$ cat src/rtl/cdb_arbiter_pkg.sv
// Shared constants and source encoding for the CDB arbiter slice.
// Result widths are derived from the ROB index width.
package cdb_arbiter_pkg;

    localparam int ROB_ID_W       = 4;
    localparam int FIFO_DEPTH_DEF = 2;

    typedef enum logic {
        SRC_ALU = 1'b0,
        SRC_LSB = 1'b1
    } cdb_src_e;

    function automatic int alu_rec_w(input int rw);
        return rw + 65;
    endfunction

    function automatic int lsb_rec_w(input int rw);
        return rw + 32;
    endfunction

endpackage

$ cat src/rtl/cdb_result_fifo.sv
// Small per-source skid FIFO; depth is a power of two so pointers wrap.
// Flush empties it at the next edge and has priority over push/pop.
module cdb_result_fifo #(
    parameter int WIDTH = 8,
    parameter int DEPTH = 2,
    localparam int PW = (DEPTH > 1) ? $clog2(DEPTH) : 1,
    localparam int CW = $clog2(DEPTH + 1)
) (
    input  logic             clk,
    input  logic             rst,
    input  logic             flush,
    input  logic             push,
    input  logic             pop,
    input  logic [WIDTH-1:0] din,
    output logic [WIDTH-1:0] dout,
    output logic [CW-1:0]    count
);

    logic [WIDTH-1:0] mem_q [DEPTH];
    logic [PW-1:0]    wr_q, wr_d;
    logic [PW-1:0]    rd_q, rd_d;
    logic [CW-1:0]    cnt_q, cnt_d;

    always_comb begin
        wr_d  = wr_q;
        rd_d  = rd_q;
        cnt_d = cnt_q;
        if (flush) begin
            wr_d  = '0;
            rd_d  = '0;
            cnt_d = '0;
        end else begin
            if (push) wr_d = wr_q + PW'(1);
            if (pop)  rd_d = rd_q + PW'(1);
            cnt_d = cnt_q + CW'(push) - CW'(pop);
        end
    end

    always_ff @(posedge clk or negedge rst) begin
        if (!rst) begin
            wr_q  <= '0;
            rd_q  <= '0;
            cnt_q <= '0;
        end else begin
            wr_q  <= wr_d;
            rd_q  <= rd_d;
            cnt_q <= cnt_d;
        end
    end

    always_ff @(posedge clk) begin
        if (push && !flush) mem_q[wr_q] <= din;
    end

    assign dout  = mem_q[rd_q];
    assign count = cnt_q;

endmodule

$ cat src/rtl/cdb_arbiter.sv
// Two-source common data bus arbiter: alternating priority on contention,
// same-edge bypass when a source queue is empty, skid FIFOs otherwise.
module cdb_arbiter
    import cdb_arbiter_pkg::*;
#(
    parameter int FIFO_DEPTH = FIFO_DEPTH_DEF,
    parameter int ROB_ID_W   = cdb_arbiter_pkg::ROB_ID_W
) (
    input  logic                clk,
    input  logic                rst,
    input  logic                rdy,
    input  logic                rollback,
    input  logic                alu_config,
    input  logic [ROB_ID_W-1:0] alu_rob_entry,
    input  logic [31:0]         alu_val,
    input  logic                alu_need_jump,
    input  logic [31:0]         alu_jump_pc,
    input  logic                lsb_config,
    input  logic [ROB_ID_W-1:0] lsb_rob_entry,
    input  logic [31:0]         lsb_value,
    output logic                alu_stall,
    output logic                lsb_stall,
    output logic                cdb_config,
    output logic [ROB_ID_W-1:0] cdb_rob_entry,
    output logic [31:0]         cdb_value,
    output logic                cdb_need_jump,
    output logic [31:0]         cdb_jump_pc,
    output logic                cdb_src,
    output logic                ovf_err
);

    localparam int AW = alu_rec_w(ROB_ID_W);
    localparam int LW = lsb_rec_w(ROB_ID_W);
    localparam int CW = $clog2(FIFO_DEPTH + 1);

    logic [AW-1:0] a_din, a_dout, a_sel;
    logic [LW-1:0] l_din, l_dout, l_sel;
    logic [CW-1:0] a_cnt, l_cnt;
    logic          go, a_empty, l_empty;
    logic          a_in, l_in, a_drop, l_drop;
    logic          a_cand, l_cand, g_alu, g_lsb;
    logic          a_push, a_pop, l_push, l_pop;

    logic                cfg_q, cfg_d;
    logic [ROB_ID_W-1:0] ent_q, ent_d;
    logic [31:0]         val_q, val_d;
    logic                nj_q, nj_d;
    logic [31:0]         pc_q, pc_d;
    cdb_src_e            src_q, src_d;
    cdb_src_e            last_q, last_d;
    logic                ovf_q, ovf_d;

    assign go        = rdy & ~rollback;
    assign a_empty   = (a_cnt == '0);
    assign l_empty   = (l_cnt == '0);
    assign alu_stall = (a_cnt == CW'(FIFO_DEPTH));
    assign lsb_stall = (l_cnt == CW'(FIFO_DEPTH));

    assign a_in   = go & alu_config & ~alu_stall;
    assign l_in   = go & lsb_config & ~lsb_stall;
    assign a_drop = go & alu_config & alu_stall;
    assign l_drop = go & lsb_config & lsb_stall;

    assign a_cand = go & (~a_empty | a_in);
    assign l_cand = go & (~l_empty | l_in);
    assign g_alu  = a_cand & (~l_cand | (last_q == SRC_LSB));
    assign g_lsb  = l_cand & ~g_alu;

    // A granted incoming result only skips the queue when nothing is ahead of it
    assign a_pop  = g_alu & ~a_empty;
    assign a_push = a_in & ~(g_alu & a_empty);
    assign l_pop  = g_lsb & ~l_empty;
    assign l_push = l_in & ~(g_lsb & l_empty);

    assign a_din = {alu_rob_entry, alu_val, alu_need_jump, alu_jump_pc};
    assign l_din = {lsb_rob_entry, lsb_value};
    assign a_sel = a_empty ? a_din : a_dout;
    assign l_sel = l_empty ? l_din : l_dout;

    cdb_result_fifo #(.WIDTH(AW), .DEPTH(FIFO_DEPTH)) u_alu_fifo (
        .clk   (clk),
        .rst   (rst),
        .flush (rollback),
        .push  (a_push),
        .pop   (a_pop),
        .din   (a_din),
        .dout  (a_dout),
        .count (a_cnt)
    );

    cdb_result_fifo #(.WIDTH(LW), .DEPTH(FIFO_DEPTH)) u_lsb_fifo (
        .clk   (clk),
        .rst   (rst),
        .flush (rollback),
        .push  (l_push),
        .pop   (l_pop),
        .din   (l_din),
        .dout  (l_dout),
        .count (l_cnt)
    );

    always_comb begin
        cfg_d  = cfg_q;
        ent_d  = ent_q;
        val_d  = val_q;
        nj_d   = nj_q;
        pc_d   = pc_q;
        src_d  = src_q;
        last_d = last_q;
        ovf_d  = ovf_q | a_drop | l_drop;
        if (rollback) begin
            cfg_d  = 1'b0;
            last_d = SRC_LSB;
        end else if (rdy) begin
            cfg_d = g_alu | g_lsb;
            if (g_alu) begin
                ent_d  = a_sel[AW-1 -: ROB_ID_W];
                val_d  = a_sel[64:33];
                nj_d   = a_sel[32];
                pc_d   = a_sel[31:0];
                src_d  = SRC_ALU;
                last_d = SRC_ALU;
            end else if (g_lsb) begin
                ent_d  = l_sel[LW-1 -: ROB_ID_W];
                val_d  = l_sel[31:0];
                nj_d   = 1'b0;
                pc_d   = '0;
                src_d  = SRC_LSB;
                last_d = SRC_LSB;
            end
        end
    end

    always_ff @(posedge clk or negedge rst) begin
        if (!rst) begin
            cfg_q  <= 1'b0;
            ent_q  <= '0;
            val_q  <= '0;
            nj_q   <= 1'b0;
            pc_q   <= '0;
            src_q  <= SRC_ALU;
            last_q <= SRC_LSB;
            ovf_q  <= 1'b0;
        end else begin
            cfg_q  <= cfg_d;
            ent_q  <= ent_d;
            val_q  <= val_d;
            nj_q   <= nj_d;
            pc_q   <= pc_d;
            src_q  <= src_d;
            last_q <= last_d;
            ovf_q  <= ovf_d;
        end
    end

    assign cdb_config    = cfg_q;
    assign cdb_rob_entry = ent_q;
    assign cdb_value     = val_q;
    assign cdb_need_jump = nj_q;
    assign cdb_jump_pc   = pc_q;
    assign cdb_src       = src_q;
    assign ovf_err       = ovf_q;

endmodule

$ cat config.mk
export PLATFORM = sky130hd
export DESIGN_NAME = cdb_arbiter
export DESIGN_NICKNAME = d
export VERILOG_FILES = /design/src/rtl/cdb_arbiter_pkg.sv /design/src/rtl/cdb_result_fifo.sv /design/src/rtl/cdb_arbiter.sv
export SDC_FILE = /design/constraint.sdc
export NUM_CORES = 1
export LEC_CHECK = 0
export BUFFER_PORTS_ARGS = -buffer_cell sky130_fd_sc_hd__buf_2
export CAP_MARGIN = 40
export CORE_MARGIN = 1
export CORE_UTILIZATION = 50
export CTS_BUF_LIST = sky130_fd_sc_hd__clkbuf_4 sky130_fd_sc_hd__clkbuf_8
export DETAILED_ROUTE_END_ITERATION = 10
export GPL_ROUTABILITY_DRIVEN = 0
export GPL_TIMING_DRIVEN = 0
export PLACE_DENSITY_LB_ADDON = 0.05
export SLEW_MARGIN = 20
export SYNTH_ARGS = -nofsm -noshare
export SYNTH_HDL_FRONTEND = slang
export SYNTH_HIERARCHICAL = 1
export SYNTH_SLANG_ARGS = --single-unit
$ cat constraint.sdc
create_clock -name clk -period 7.75 [get_ports clk]
set_input_delay 1.55 -clock clk [delete_from_list [all_inputs] [get_ports clk]]
set_output_delay 1.55 -clock clk [all_outputs]
set_load 0.005 [all_outputs]
==> run summary <==
Register area share after synthesis -> 63.9%
CTS tree -> yes
Max frequency -> 0.260 GHz
Largest net degree at the start of global routing -> 58
Number of synthesis warnings -> 6
Drt drc -> 0
Ports -> 185
Fin crit share -> 49.6%
Post-layout min period -> 3840 ps
Crit Path Category -> input pin to register
Peak supply drop -> 0.167 mV
Num rows -> 58
Worst clock skew -> 19.6 ps
# port buffers -> 182
Vias -> 8075
Root Driver -> clkbuf_8
Synth top area share -> 48.3%
Worst-Skew Late Latency -> 560 ps
Crit path DAT -> 4100 ps
Starting Density -> 51.4%
Pre-CTS setup slack -> 3380 ps
CTS hold repair buffers -> 0
Vias/cell -> 5.31
Syn Area/Cell -> 14.5 sq um
Final WS setup -> 3910 ps
Routed Antenna Nets -> 0
Die width -> 164 um
Layout area overhead -> 19.6%
Finished Cell Area -> 15600 sq um
Required @ worst endpoint -> 8010 ps
Total grt overflow -> 0
Wirelength per Cell -> 20.0 um
P_leak -> 6.22 nW
Cell variety after synth -> 50
Nets -> 1260
Total CTS buffers -> 49
Chip height -> 164 um
Initial antenna violation count -> 6
Worst Max-Slew Pin Slew -> 616 ps
Total track usage -> 22.9%
CTS sink cnt -> 291
Top post-synthesis cells by area -> edfxtp_1 (48%), dfrtp_1 (15%), mux2_4 (11%)
Detailed Route WL -> 30400 um
Post-synth EDFFs -> 210
Min Hold Slack -> 480 ps
H-tree levels -> 2
Post-cts resize count -> 0
Setup Buffers After CTS -> 0
Clk pin slew, worst setup/hold paths -> 50 ps
HP Class -> register to register
Cells after Synth -> 898
DR pass1 iterations -> 4
Seq cells post-synth -> 291
Count leader, synth -> edfxtp_1
Dpl hpwl -> 21000 um
Vias in the first global route -> 8221
Cell Count, Final, Fillers Out -> 1520
Setup Viol. Count Final -> 0
Max FO, Critical Path -> 17
Fraction of final layout cells sized beyond drive strength 1 -> 40.5%
Top cells by count, synth -> edfxtp_1 (210), mux2_4 (98), dfrtp_1 (80), o21ai_0 (77), nand2_1 (63)
Worst setup EP type -> register
CTS Buffer Depth -> 3
Leading area contributor after synthesis -> edfxtp_1
Final Total Pwr -> 3.52 mW
Slew margin rel. -> 59.0%
Syn_nets -> 1013
Core Box Area -> 25400 sq um
Maxcap violations -> 0
Post-synth top flop -> edfxtp_1
RSZ-0062 raised after global routing -> false
Pwr Density -> 226 nW/um^2
Reg2reg setup slack -> 4670 ps
Full die area -> 26700 sq um
Fillers -> 2098
Placed inst area -> 14600 sq um
Register area -> 8330 sq um
Ys async rst share -> 27.8%
Critical Path Start Type -> input pin
Drt initial violations -> 579
Mapped cell area -> 13000 sq um
Area of the multi-input gates -> 4200 sq um
Hold Vio Cnt, Final -> 0
First-pass GRT wire length -> 46000 um
Placed cells -> 1424
Status -> finished, final reports clean
Slew Viols, Final -> 0
logic make-up (layout without fill, tap and decap cells):
family,count (synthesis),in the layout,share of synthesized area (%)
other,0,5,0
xor gates and xnor gates,6,6,0.614
muxes,135,135,14.5
buffers and inverters,69,356,4.09
AOI/OAI and AO/OA,219,219,10.0
DFF,291,291,63.9
and+or+nand+nor,174,174,6.52
adders and majority gates,4,4,0.384
worst paths after layout:
| kind | end | depth (start not counted) | from |
|---|---|---|---|
| hold / removal | cdb_jump_pc[22] | 2 | cdb_jump_pc[22] |
| setup / recovery | u_lsb_fifo/mem_q[0][12] | 10 | rollback |
| setup reg to reg | u_lsb_fifo/mem_q[0][12] | 9 | u_lsb_fifo/count[1] |
| hold reg to reg | cdb_jump_pc[22] | 2 | cdb_jump_pc[22] |
| min in group asynchronous | cdb_value[14] | 1 | rst |
| max in group asynchronous | cdb_jump_pc[22] | 2 | rst |
worst max-delay path, cell delays in order:
cell      delay (ps)
buf_2            220
and2b_2          420
o211ai_4         200
buf_8            200
nor2_1           100
o211a_1          210
nor3b_2          540
buf_4            270
buf_4            180
buf_4            200
metal layers:
metal / up-vias / part of all wire (%) / GRT usage, %
met4: 4 / 1.1 / 5.35
met3: 39 / 6.6 / 5.61
li1: 3868 / - / -
met2: 227 / 48 / 37.8
met5: - / 0.076 / 0
met1: 3937 / 44 / 30.4
per-stage QoR:
step	utilization (%)	setup TNS [ps]
after floorplan	-	0
after global placement	56.6	-10050
after detailed placement	57.4	0
after CTS	61.4	0
after global routing	61.4	0
final	61.4	0
sequential cells by signal, indices dropped and copies added, names as in the netlist:
| register | cells |
|---|---|
| cdb_jump_pc | 32 |
| u_lsb_fifo/mem_q | 72 |
| u_alu_fifo/wr_q | 1 |
| u_alu_fifo/rd_q | 1 |
| u_lsb_fifo/wr_q | 1 |
| u_alu_fifo/mem_q | 138 |
| u_alu_fifo/count | 2 |
| u_lsb_fifo/rd_q | 1 |
| cdb_need_jump | 1 |
| cdb_rob_entry | 4 |
| ovf_err | 1 |
| u_lsb_fifo/count | 2 |
| cdb_value | 32 |
| last_q | 1 |
| cdb_src | 1 |
| cdb_config | 1 |
cells in the final DEF, fill, tap and decap left out, types with 6 or more instances in the layout:
| master | netlist | routed |
|---|---|---|
| o211ai_1 | 6 | 6 |
| nand2_1 | 63 | 63 |
| and3_1 | 33 | 33 |
| a22oi_1 | 31 | 31 |
| nand4_1 | 6 | 6 |
| mux2_2 | 37 | 37 |
| edfxtp_1 | 210 | 210 |
| clkinv_2 | 0 | 8 |
| nor2_1 | 47 | 47 |
| a21oi_1 | 56 | 56 |
| nand3b_1 | 6 | 6 |
| buf_8 | 3 | 6 |
| o21ai_0 | 77 | 77 |
| clkbuf_4 | 0 | 17 |
| clkbuf_8 | 0 | 58 |
| clkbuf_1 | 25 | 25 |
| buf_2 | 17 | 198 |
| dfrtp_1 | 80 | 80 |
| clkinv_1 | 0 | 6 |
| a31oi_1 | 6 | 6 |
| o21ai_1 | 23 | 23 |
| mux2_4 | 98 | 98 |
| a21oi_2 | 10 | 10 |
| buf_6 | 7 | 12 |
| buf_12 | 10 | 12 |
where the power goes:
part / switching [mW] / internal, mW
sequential: 0.0454 / 1.75
combinational: 0.198 / 0.164
clock: 0.604 / 0.762
total: 0.847 / 2.68
area by class of cell:
type	count	area share, %
clock inverter	16	0.497
timing repair buffer	196	7.08
tap	330	2.65
buffer	64	3.30
antenna	5	0.0802
clock buffer	75	5.93
multi-input combinational	538	26.9
sequential	291	53.4
inverter	5	0.120
No activity file was read; power rests on OpenSTA's default activity.
